### config.mk
export PLATFORM = sky130hd
export DESIGN_NAME = sprite_compositor
export DESIGN_NICKNAME = d
export VERILOG_FILES = /design/src/rtl/sprite_compositor.sv
export SDC_FILE = /design/constraint.sdc
export NUM_CORES = 1
export LEC_CHECK = 0
export CAP_MARGIN = 20
export CORE_ASPECT_RATIO = 2
export CORE_MARGIN = 4
export CORE_UTILIZATION = 50
export CTS_CLUSTER_DIAMETER = 60
export CTS_CLUSTER_SIZE = 14
export DETAILED_ROUTE_END_ITERATION = 7
export DONT_BUFFER_PORTS = 1
export HOLD_SLACK_MARGIN = 0.03
export PLACE_DENSITY_LB_ADDON = 0.1
export SLEW_MARGIN = 20
export SYNTH_ARGS = -nofsm -noshare
export SYNTH_HDL_FRONTEND = slang
export SYNTH_SLANG_ARGS = --single-unit
### constraint.sdc
create_clock -name clk -period 1.6 [get_ports clk]
set_input_delay 0.24 -clock clk [delete_from_list [all_inputs] [get_ports clk]]
set_output_delay 0.24 -clock clk [all_outputs]
set_load 0.05 [all_outputs]
### src/rtl/sprite_compositor.sv
// Two-stage priority compositor for N sprite layers. Layer 0 is the player and has the highest priority.
// It also tracks player/other-layer overlap per frame, latches the layer-enable mask once per frame, and counts frames.
module sprite_compositor #(
  parameter int                 N_LAYERS = 4,
  parameter int                 COLOR_W  = 8,
  parameter int                 COORD_W  = 32,
  parameter int                 H_ACTIVE = 640,
  parameter int                 V_ACTIVE = 480,
  parameter logic [COLOR_W-1:0] BG_COLOR = COLOR_W'('hFF),
  parameter int                 FRAME_W  = 16
) (
  input  logic                         clk,
  input  logic                         rst_n,
  input  logic                         pix_ce,
  input  logic [COORD_W-1:0]           x,
  input  logic [COORD_W-1:0]           y,
  input  logic [N_LAYERS-1:0]          layer_hit,
  input  logic [N_LAYERS*COLOR_W-1:0]  layer_color,
  input  logic [N_LAYERS-1:0]          layer_en,
  output logic [COLOR_W-1:0]           color_out,
  output logic                         active_out,
  output logic                         frame_start,
  output logic [FRAME_W-1:0]           frame_cnt,
  output logic                         collision,
  output logic                         collision_irq
);

  // Stage A registers
  logic [N_LAYERS-1:0]         hit_a;
  logic [N_LAYERS*COLOR_W-1:0] col_a;
  logic                        act_a;
  logic                        sof_a;

  logic [N_LAYERS-1:0]         en_q;
  logic                        acc;
  // Clear until the first (0,0) after reset, so that frame reports collision=0.
  logic                        seen_sof;

  logic [N_LAYERS-1:0]         eff;
  logic [COLOR_W-1:0]          pick;
  logic                        ovl;

  logic                        in_sof;
  logic                        in_act;

  assign in_sof = (x == '0) && (y == '0);
  assign in_act = (x < COORD_W'(H_ACTIVE)) && (y < COORD_W'(V_ACTIVE));
  assign eff    = hit_a & en_q;

  // Scan from the lowest priority upward so that the lowest set index wins.
  always_comb begin
    pick = BG_COLOR;
    for (int i = N_LAYERS - 1; i >= 0; i--) begin
      if (eff[i]) pick = col_a[i*COLOR_W +: COLOR_W];
    end
  end

  generate
    if (N_LAYERS > 1) begin : g_ovl
      assign ovl = act_a && eff[0] && (|eff[N_LAYERS-1:1]);
    end else begin : g_no_ovl
      assign ovl = 1'b0;
    end
  endgenerate

  always_ff @(posedge clk or negedge rst_n) begin
    if (!rst_n) begin
      hit_a         <= '0;
      col_a         <= '0;
      act_a         <= 1'b0;
      sof_a         <= 1'b0;
      en_q          <= '1;
      acc           <= 1'b0;
      seen_sof      <= 1'b0;
      color_out     <= '0;
      active_out    <= 1'b0;
      frame_start   <= 1'b0;
      frame_cnt     <= '0;
      collision     <= 1'b0;
      collision_irq <= 1'b0;
    end else begin
      frame_start   <= 1'b0;
      collision_irq <= 1'b0;
      if (pix_ce) begin
        hit_a <= layer_hit;
        col_a <= layer_color;
        act_a <= in_act;
        sof_a <= in_sof;
        if (in_sof) en_q <= layer_en;

        color_out  <= act_a ? pick : '0;
        active_out <= act_a;

        if (sof_a) begin
          collision     <= seen_sof & acc;
          collision_irq <= seen_sof & acc;
          frame_cnt     <= frame_cnt + FRAME_W'(1);
          frame_start   <= 1'b1;
          seen_sof      <= 1'b1;
          // The (0,0) pixel opens the new frame, so its own overlap starts the new accumulation.
          acc           <= ovl;
        end else if (ovl) begin
          acc <= 1'b1;
        end
      end
    end
  end

endmodule

# [After elaboration in Yosys (flattened, before gate mapping)]
# Index checks and enable logic that the tools add are counted.
[op_classes] addsub=1 magnitude_cmp=2 mux=11 bitwise_logic=2 reduce_logical=11
[op_table] operator="32-bit logical NOT" n=2
[op_table] operator="8-bit two-way mux" n=5
[op_table] operator="32-bit by 10-bit < comparator with 1-bit output (second input constant)" n=1
[op_table] operator="32-bit by 9-bit < comparator with 1-bit output (second input constant)" n=1
[op_table] operator="16-bit by 1-bit adder with 16-bit output (second input constant)" n=1
[op_table] operator="1-bit two-way mux" n=6
[op_table] operator="2-bit AND reduction" n=3
[op_table] operator="4-bit bitwise AND" n=1
[op_table] operator="1-bit logical AND" n=4
[op_table] operator="3-bit OR reduction" n=1
[op_table] operator="2-bit nonzero test" n=1
[op_table] operator="1-bit bitwise AND" n=1
[word_totals] reg_bits=72 input_bits=107 out_inout_bits=28 wordCells=40

# [Longest topological paths before layout]
# Gate-level depths: netlist (run 1).
[logic_depth] word_depth=6 mapped_depth=6 depth_no_buf=5

# [Worst setup path before layout (run 1)]
# OpenSTA, ideal clock, no wires.
[synth_path] path_kind="register to register" start="register frame_cnt[3]" end="register frame_cnt[13]" setup_ns=0.142 arrival_ns=1.732 required_time_ns=1.458 slack_ns=-0.274 path_stages_with_launch=6 n_path_buf=0 synth_period_minus_slack_ns=1.874 cell_sequence="dfrtp_1 -> nand4_1 -> or3_1 -> nor2_1 -> nand3_1 -> xnor2_1"
[synth_via] elab_chain_cells=1
[synth_rtl] item="from (decl)" line_no="23" text="output logic [FRAME_W-1:0] frame_cnt,"
[synth_rtl] item="from (signal assigned)" line_no="97" text="frame_cnt <= frame_cnt + FRAME_W'(1);"
[synth_rtl] item="16-bit by 1-bit adder with 16-bit output" line_no="97"
# Every way passes these cells.
# A chain may end at the register's enable or synchronous reset.

# [Final worst setup path (run 1)]
[layout_path] start="register en_q[2]" end="register color_out[0]"
[layout_via] elab_chain_cells=5
[layout_rtl] item="from (decl)" line_no="34" text="logic [N_LAYERS-1:0] en_q;"
[layout_rtl] item="from (signal assigned)" line_no="89" text="if (in_sof) en_q <= layer_en;"
[layout_rtl] item="4-bit bitwise AND" line_no="48" text="assign eff = hit_a & en_q;"
[layout_rtl] item="8-bit two-way mux (3 in series)" line_no="54" text="if (eff[i]) pick = col_a[i*COLOR_W +: COLOR_W];"
[layout_rtl] item="8-bit two-way mux" line_no="91" text="color_out <= act_a ? pick : '0;"
[layout_rtl] item="to (signal assigned)" line_no="91"
[layout_rtl] item="to (decl)" line_no="20" text="output logic [COLOR_W-1:0] color_out,"
# Every way passes these cells.

==> results by stage, run 1 <==
Floorplan:
- The floorplan has 40 rows.
- The area of the die is 7593 um2.
- The number of top-level design ports is between 100 and 150.
- The floorplan step set the die width to ~64 um.
- The core footprint is around 6000 um2.
- For this configuration, the core starts out at a cell density of 51.56%.
- From bottom edge to top edge, the die measures 119.3 um.

GRT:
- For met2 alone, demand over resource in global routing was about a third.
- The total global-route track usage is about 20%.
- The total overflow reported by the global router is 0.
- In the global route stage, met3 resource usage came out at approximately 7.4%.
- The number of antenna violations at the first check in global routing is 0.
- The global routing stage identified its most utilized layer as met2.
- The global-route wire length before repair is 11,340 um.
- The number of global-route vias before repair came to 2,283.
- The maximum number of pins on one net before global-route repair is 73.
- The met1 layer usage reported by global route is 20.55%.

Timing:
- The final period demand of the worst path is roughly 1.5 ns.
- The count of pins over their slew limit is 0.
- The worst hold slack is -0.3918 ns.
- The final worst clock skew is around 0.0033 ns.
- In this run the tightest slew margin relative to its limit is 66.78%.
- The maximum clock rate is between 0.6 and 0.7 GHz.
- The number of endpoints failing setup at the final stage is 0.
- In the finished design, the share of the clock period the worst path needs comes to between 90 and 100%.
- The transition at the pin with the smallest max-transition slack is 0.4983 ns.
- The hold violation count in the final report came to a little over 70.

Synth:
- The netlist area before placement is just over 3000 um2.
- The number of distinct standard cells referenced by the synthesized netlist is 31.
- The share of Yosys cell area claimed by the top area cell type is between 50 and 60%.
- The top cell type by total area after synthesis is sky130_fd_sc_hd__dfrtp_1.
- Sorting the synthesized cells by area gives the leading types as sky130_fd_sc_hd__dfrtp_1, sky130_fd_sc_hd__mux2_2, sky130_fd_sc_hd__dfstp_2.
- The number of standard cells after synthesis is between 200 and 250.
- Yosys printed 0 warnings.
- The total of flip-flops plus latches after synthesis is between 70 and 80.
- The mean post-synth cell area is ~13 um2.
- Counting every net in the synthesized netlist gives between 300 and 400.
- After synthesis, flip-flops and latches occupy around three fifths of the total area.

CTS:
- The CTS tree is built.
- Buffers inserted during clock tree synthesis total 9.
- The quantity of hold-fixing buffers added after cts is 1.
- The clock passes through at most 2 buffers.
- The later-pin clock latency in the skew report is 0.32 ns.
- The master cell of the clock root buffer is sky130_fd_sc_hd__clkbuf_16.
- After clock tree synthesis, the clock-pin slew on the worst setup and hold paths is about 0.05 ns.
- The clock drives 72 sinks.
- The number of H-tree levels is 3.
- The post-CTS repair timing setup buffer count is 0.

Critical path:
- The largest fanout of any net on the critical path is 9.
- The worst endpoint data arrival time is 1.72 ns.
- The worst setup path is of the reg2reg kind.
- For flop-to-flop paths, the worst setup slack is approximately 0.09 ns.
- The endpoint type of the worst setup path is a flop.
- The data required time of the critical path is between 1.5 and 2 ns.
- STA classifies the critical path startpoint as a flop.

Routing:
- For this block, the initial DRC count from the detailed router was between 100 and 150.
- The routed layout has 2,114 vias.
- The final wirelength is roughly 7000 um.
- In the routed design, unresolved DRC markers number 0.
- Dividing the detail-routed wire length by the instance count gives 20.76 um.
- Before antenna repair, the detailed router went through 4 iterations.
- The remaining antenna violation count is 0.
- The average vias per placed instance is 6.128.

Place:
- Once placement completed, the tool counted placed cells totaling 329.
- At the end of routability-driven placement, the weighted congestion stood at approximately 0.74.
- Once detailed placement completed, the half-perimeter wirelength came to about 5400 um.
- The placed instances occupy a cell area of around 3400 um2.
- Input and output buffers added on the ports amount to 0.

Final layout:
- The count of antenna diodes in the layout is 0.
- Leaving out filler cells and counting taps, the final layout contains 345.
- The fraction of final layout cells with drive strength greater than 1 is ~36%.
- The area added between synthesis and finish is 20.08%.
- With fillers left out, the area of the finished cells amounts to around 3700 um2.
- After the last flow step, the layout net total stands at 386.
- The filler cell count is around 500.

Pwr:
- The total leakage power is roughly 1.7 nW.
- The peak ir drop on the vdd network is between 0.0008 and 0.0009 V.
- In this run the power density over the cells is roughly 1100 nW/um2.

Run status:
- The run finished, with violations left.
- The final reports fail on negative hold slack.

Min path:
- The path class of the lowest-slack min-delay path is in2async.

Run:
- The max-capacitance violation count is 0.
==> Yosys cell counts <==
cell	n
sky130_fd_sc_hd__nor4_1	15
sky130_fd_sc_hd__mux2_2	40
sky130_fd_sc_hd__dfrtp_1	68
sky130_fd_sc_hd__buf_2	2
sky130_fd_sc_hd__ha_1	1
sky130_fd_sc_hd__nand2_1	22
sky130_fd_sc_hd__nand2_2	1
sky130_fd_sc_hd__nand4_2	1
sky130_fd_sc_hd__o221ai_1	8
sky130_fd_sc_hd__nor4b_2	1
sky130_fd_sc_hd__xor2_1	5
sky130_fd_sc_hd__or3_1	1
sky130_fd_sc_hd__or2_2	1
sky130_fd_sc_hd__dfstp_2	4
sky130_fd_sc_hd__a311oi_1	9
sky130_fd_sc_hd__a32o_1	1
sky130_fd_sc_hd__and3_1	1
sky130_fd_sc_hd__and2_1	1
sky130_fd_sc_hd__nor3_1	2
sky130_fd_sc_hd__xnor2_1	10
sky130_fd_sc_hd__nand3_1	4
sky130_fd_sc_hd__buf_1	1
sky130_fd_sc_hd__clkinv_1	1
sky130_fd_sc_hd__nor3_2	1
sky130_fd_sc_hd__clkbuf_1	4
sky130_fd_sc_hd__nor2_1	14
sky130_fd_sc_hd__nand4_1	11
sky130_fd_sc_hd__o21ai_0	3
sky130_fd_sc_hd__nand2b_1	1
sky130_fd_sc_hd__a21o_1	10
sky130_fd_sc_hd__inv_1	3
==> layer usage <==
layer,up-vias,part of all wire (%),routed length (um)
met3,9,7.6,543
met4,0,1.6,112
met1,1034,36,2554
li1,983,-,-
met5,-,0,0
met2,88,55,3951
==> placed cells by master, fill, tap and decap left out, types with 2 or more instances in the layout <==
cell type / instances
sky130_fd_sc_hd__dfrtp_1: 61
sky130_fd_sc_hd__mux2_2: 40
sky130_fd_sc_hd__buf_4: 26
sky130_fd_sc_hd__nand2_1: 22
sky130_fd_sc_hd__nor4_1: 15
sky130_fd_sc_hd__nor2_1: 13
sky130_fd_sc_hd__nand4_1: 11
sky130_fd_sc_hd__a21o_1: 10
sky130_fd_sc_hd__xnor2_1: 10
sky130_fd_sc_hd__clkbuf_16: 9
sky130_fd_sc_hd__o221ai_1: 8
sky130_fd_sc_hd__a311oi_1: 8
sky130_fd_sc_hd__dfrtp_2: 7
sky130_fd_sc_hd__xor2_1: 5
sky130_fd_sc_hd__dfstp_2: 4
sky130_fd_sc_hd__inv_1: 3
sky130_fd_sc_hd__nand3_1: 3
sky130_fd_sc_hd__o21ai_0: 3
sky130_fd_sc_hd__nor3_2: 2
sky130_fd_sc_hd__bufinv_16: 2
sky130_fd_sc_hd__clkbuf_8: 2
==> sequential cells by signal (all words and copies together), names as in the netlist <==
register / cells
color_out: 8
act_a: 1
acc: 1
active_out: 1
sof_a: 1
frame_start: 1
collision: 1
hit_a: 4
seen_sof: 1
collision_irq: 1
en_q: 4
frame_cnt: 16
col_a: 32
==> report_power, final <==
part	internal, W	switching, W
clock network	0.00144	0.000681
registers	0.00192	0.0000592
logic	0.000109	0.0000580
==> cell families (layout without fill, tap and decap cells) <==
| logic type | after synthesis | after routing | synth area share (%) |
|---|---|---|---|
| XOR/XNOR | 15 | 15 | 4.242 |
| flip-flops | 72 | 72 | 58.34 |
| adder cells (fa/ha/maj) | 1 | 1 | 0.4040 |
| buffers and inverters | 11 | 46 | 1.414 |
| multiplexers | 40 | 40 | 14.55 |
| AND/OR/NAND/NOR | 77 | 77 | 13.01 |
| AO/OA/AOI/OAI | 31 | 31 | 8.040 |
==> worst max-delay path, cell delays in order, from the launching register on <==
cell                       delay, ns
sky130_fd_sc_hd__dfstp_2        0.53
sky130_fd_sc_hd__nand2_1        0.09
sky130_fd_sc_hd__buf_4          0.18
sky130_fd_sc_hd__o221ai_1       0.20
sky130_fd_sc_hd__buf_4          0.15
sky130_fd_sc_hd__a311oi_2       0.09
sky130_fd_sc_hd__a21o_1         0.16
==> layout make-up <==
cell class | instances | area [um2] | area share (%)
clock buffer | 12 | 256.5 | 6.898
clock inverter | 3 | 65.06 | 1.750
inverter | 4 | 15.01 | 0.4038
multi-input combinational | 164 | 1282 | 34.49
sequential | 72 | 1815 | 48.82
tap | 63 | 78.83 | 2.120
timing repair buffer | 27 | 205.2 | 5.518
==> per-stage QoR <==
step	TNS [ns]	total power (W)	setup slack (ns)	utilization, %
after floorplan	-0.08894	0.002145	-0.08894	-
after global placement	0	0.002170	0.05099	55.79
after detailed placement	0	0.002176	0.003210	55.79
after CTS	0	0.004324	0.04933	61.40
after global routing	-0.04279	0.004447	-0.02300	61.92
final	0	0.004268	0.09033	61.92
==> worst paths after layout <==
check,from,to,cells after the start
worst max-delay path,en_q[2]$_DFFE_PN1P_,color_out[0]$_DFFE_PN0P_,6
worst min-delay path,rst_n,frame_cnt[0]$_DFFE_PN0P_,0
worst max register to register,en_q[2]$_DFFE_PN1P_,color_out[0]$_DFFE_PN0P_,6
worst min register to register,seen_sof$_DFFE_PN0P_,seen_sof$_DFFE_PN0P_,1
max in group asynchronous,rst_n,en_q[0]$_DFFE_PN1P_,0
min in group clk,pix_ce,sof_a$_DFFE_PN0P_,1
==> timing repair <==
action | CTS | global route
endpoints found under the hold margin | 73 | 72
gates resized for setup | 1 | 6
endpoints found under the setup margin | 1 | 5
pin swaps | 0 | 3
Power figures use the tool's default switching activity.
==> run 2, diff against run 1 <==
==> constraint.sdc (replaced) <==
create_clock -name clk -period 1.6 [get_ports clk]
set_input_delay 0.32 -clock clk [delete_from_list [all_inputs] [get_ports clk]]
set_output_delay 0.32 -clock clk [all_outputs]
set_load 0.05 [all_outputs]
==> results by stage, run 2 (synthesis gave the netlist of run 1 again) <==
Pwr:
- The total leakage power is 1.668 nW.
- Across the VDD grid, the largest voltage drop is between 0.0009 and 0.001 V.
- The total design power is approximately 0.0041 W.
- In this run the power density over the cells is 1125 nW/um2.

Routing:
- The detailed-route via count is ~2,100.
- After detailed routing, the average wire length per cell comes to between 20 and 25 um.
- Summed over all nets, wire length on met2 after detailed routing comes to a little under 4000 um.
- After detailed routing, the met3 layer carries 593 um of wire.
- The number of DRC markers after the initial detailed-route iteration is just over 90.
- The average vias per placed instance is slightly above 6.
- The detailed-routing wirelength on met1 is 2552 um.
- The final wirelength is around 7200 um.
- Routed signal wires occupy layers up through met4.
- The number of remaining DRC errors is 0.
- The pre-antenna-repair detailed-routing pass consisted of 4 iterations.
- The detail route stage leaves a number of antenna-violating nets equal to 0.

Timing:
- The transition at the pin with the smallest max-transition slack is a little under 0.5 ns.
- The hold violation count in the final report is 72.
- The worst path uses between 90% and 100% of the clock period.
- Setup repair after global routing left no endpoint under its margin.
- Across the routed clock network, the largest skew measured is about 0.0068 ns.
- The routed design could run at a clock period as short as 1.549 ns.
- Final hold analysis gives a worst-case slack of -0.3202 ns.
- The count of pins over their slew limit was 0.
- The number of endpoints failing setup at the final stage is 0.
- The relative slew slack is approximately 67%.
- The maximum clock rate is 0.6456 GHz.
- Once routing completed, OpenROAD measured the worst setup slack at just over 0.05 ns.

Critical path:
- In this run the worst path has a maximum fanout of 5.
- The data required time of the critical path is 1.87 ns.
- The startpoint class of the critical path is a flop.
- STA classifies the critical path endpoint as a flop.
- The slowest stage of the critical path is the sky130_fd_sc_hd__dfstp_2 cell.
- The critical path starts at en_q[2]$_DFFE_PN1P_.
- The largest stage delay on the critical path is roughly 0.53 ns.
- Walking the worst path, the cells encountered are nand2_1 > nand3_1 > buf_4 > o221ai_1 > a311oi_1 > a21o_1.
- The worst reg-to-reg path cell count is 6.
- At the worst endpoint, the arrival time is about 1.8 ns.
- The worst setup path is of the reg2reg kind.
- The startpoint identified for the worst register-to-register timing path is en_q[2]$_DFFE_PN1P_.
- For flop-to-flop paths, the worst setup slack is about 0.05 ns.
- The reg-to-reg critical path endpoint is color_out[4]$_DFFE_PN0P_.

Final layout:
- In the final layout, the registers with the most flip-flops are col_a: 32 flops, frame_cnt: 16 flops, color_out: 8 flops.
- For this run, the post-layout net count is 386.
- After filler insertion, the fill cell instance count of the layout stands at 498.
- The repair_antennas step left the layout with diodes totalling 0.
- The register with the most flip-flops is col_a.
- Leaving out fill and tap cells, the most frequent cells in the layout are sky130_fd_sc_hd__dfrtp_1, sky130_fd_sc_hd__mux2_2, sky130_fd_sc_hd__buf_4, sky130_fd_sc_hd__nand2_1, sky130_fd_sc_hd__nor4_1.
- The area of the multi-input gates is between 1000 and 1500 um2.
- From synthesis to final layout, the design area changed by 18.79%.
- The combined flip-flop and latch cell area is about 1800 um2.
- The register with the most flip-flops in the layout has 32 of them.
- The leading cell type in the layout, fill and taps excluded is sky130_fd_sc_hd__dfrtp_1.
- The fraction of final layout cells with drive strength greater than 1 is between 30% and 40%.

Run status:
- The final reports fail on negative hold slack.
- The run finished, with violations left.

CTS:
- Counting the buffers created by CTS gives 9.
- The later-pin clock latency in the skew report is approximately 0.34 ns.
- For this design, the sink count on the clock tree is a little over 70.
- The H-tree generated during clock tree synthesis spans 3 levels.
- The clock transition at the register clock pins on the worst setup and hold paths after CTS is roughly 0.05 ns.
- The CTS tree is built.
- The deepest clock path buffer count is 2.
- The master cell of the clock root buffer is sky130_fd_sc_hd__clkbuf_16.

Run:
- The max-capacitance violation count is 0.

GRT:
- The number of antenna violations at the first check in global routing is 0.
- The maximum number of pins on one net before global-route repair is 73.
- For this run the aggregate overflow at the end of global routing stands at 0.
- The global-route wire length before repair is 11,300 um.
- The number of global-route vias before repair is around 2,300.
- The total global-route track usage is between 10% and 20%.

Floorplan:
- The overall die height is 119.3 um.
- The initial cell density of the core is between 50% and 60%.
- Measured along the x axis, the die boundary spans around 64 um.
- In this run the core area contains 40 standard-cell rows.
- The core region is approximately 6000 um2.
- During I/O placement, the number of pins put on the boundary was about 140.
- The area of the die is between 7000 and 8000 um2.

Place:
- The number of port buffers is 0.
- At the end of routability-driven placement, the weighted congestion stood at 0.7419.
- Once detailed placement completed, the half-perimeter wirelength came to about 5400 um.
- Prior to clock tree synthesis, the placed netlist has a worst setup slack of -0.02931 ns.

Min path:
- The worst hold path belongs to the class in2async.
==> run 2: cell types whose count changed in the layout (fill, tap and decap cells not counted), sizes merged <==
cell / before / now
dlygate4sd3: 1 / 0
clkbuf: 12 / 13
buf: 26 / 27
clkinv: 2 / 3
bufinv: 2 / 1
==> run 2: layout make-up <==
class	count	area share [%]
clock buffer	13	7.075
clock inverter	3	1.088
inverter	4	0.4082
multi-input combinational	164	34.42
sequential	72	49.35
tap	63	2.143
timing repair buffer	27	5.510
==> run 2: worst max-delay path by stage <==
stage / end / cells after the start
6_report: color_out[4]$_DFFE_PN0P_ / 6
5_1_grt: frame_cnt[15]$_DFFE_PN0P_ / 4
4_1_cts: color_out[4]$_DFFE_PN0P_ / 6
3_5_place_dp: en_q[2]$_DFFE_PN1P_ / 5
3_3_place_gp: frame_cnt[14]$_DFFE_PN0P_ / 6
2_1_floorplan: frame_cnt[13]$_DFFE_PN0P_ / 5
==> run 2: per-layer routing <==
metal / vias up / global-route usage, %
met5: - / 0
met4: 0 / 8.525
met3: 11 / 8.774
met2: 94 / 34.18
met1: 1037 / 20.89
li1: 981 / -
==> run 2: stage by stage <==
stage	util, %	setup TNS, ns	hold WS, ns	area (um2)	instances
after global routing	61.25	0	-0.3428	3679	346
after global placement	55.92	-0.04286	0.02602	3358	330
after CTS	61.00	0	-0.3337	3664	346
final	61.25	0	-0.3202	3679	346
after detailed placement	55.92	-0.1074	0.02619	3358	330
after floorplan	-	-0.08894	0.02441	3105	247
==> run 2: worst max-delay path, delay by kind of cell (launching register included) <==
family	cells	cell delay [ns]
AND/OR/NAND/NOR	2	0.22
buffers and inverters	1	0.17
AO/OA/AOI/OAI	3	0.56
flip-flops	1	0.53
==> run 2: timing repair <==
item                       CTS  global route
hold endpoints to repair    72            72
setup endpoints to repair    1             4
buffers inserted             0             0
pin swaps                    0             2
resized for setup            1             3
==> run 2: report_power, final <==
part	internal [W]	switching, W
clock network	0.00129	0.000704
logic	0.000108	0.0000576
registers	0.00192	0.0000581
total	0.00332	0.000820
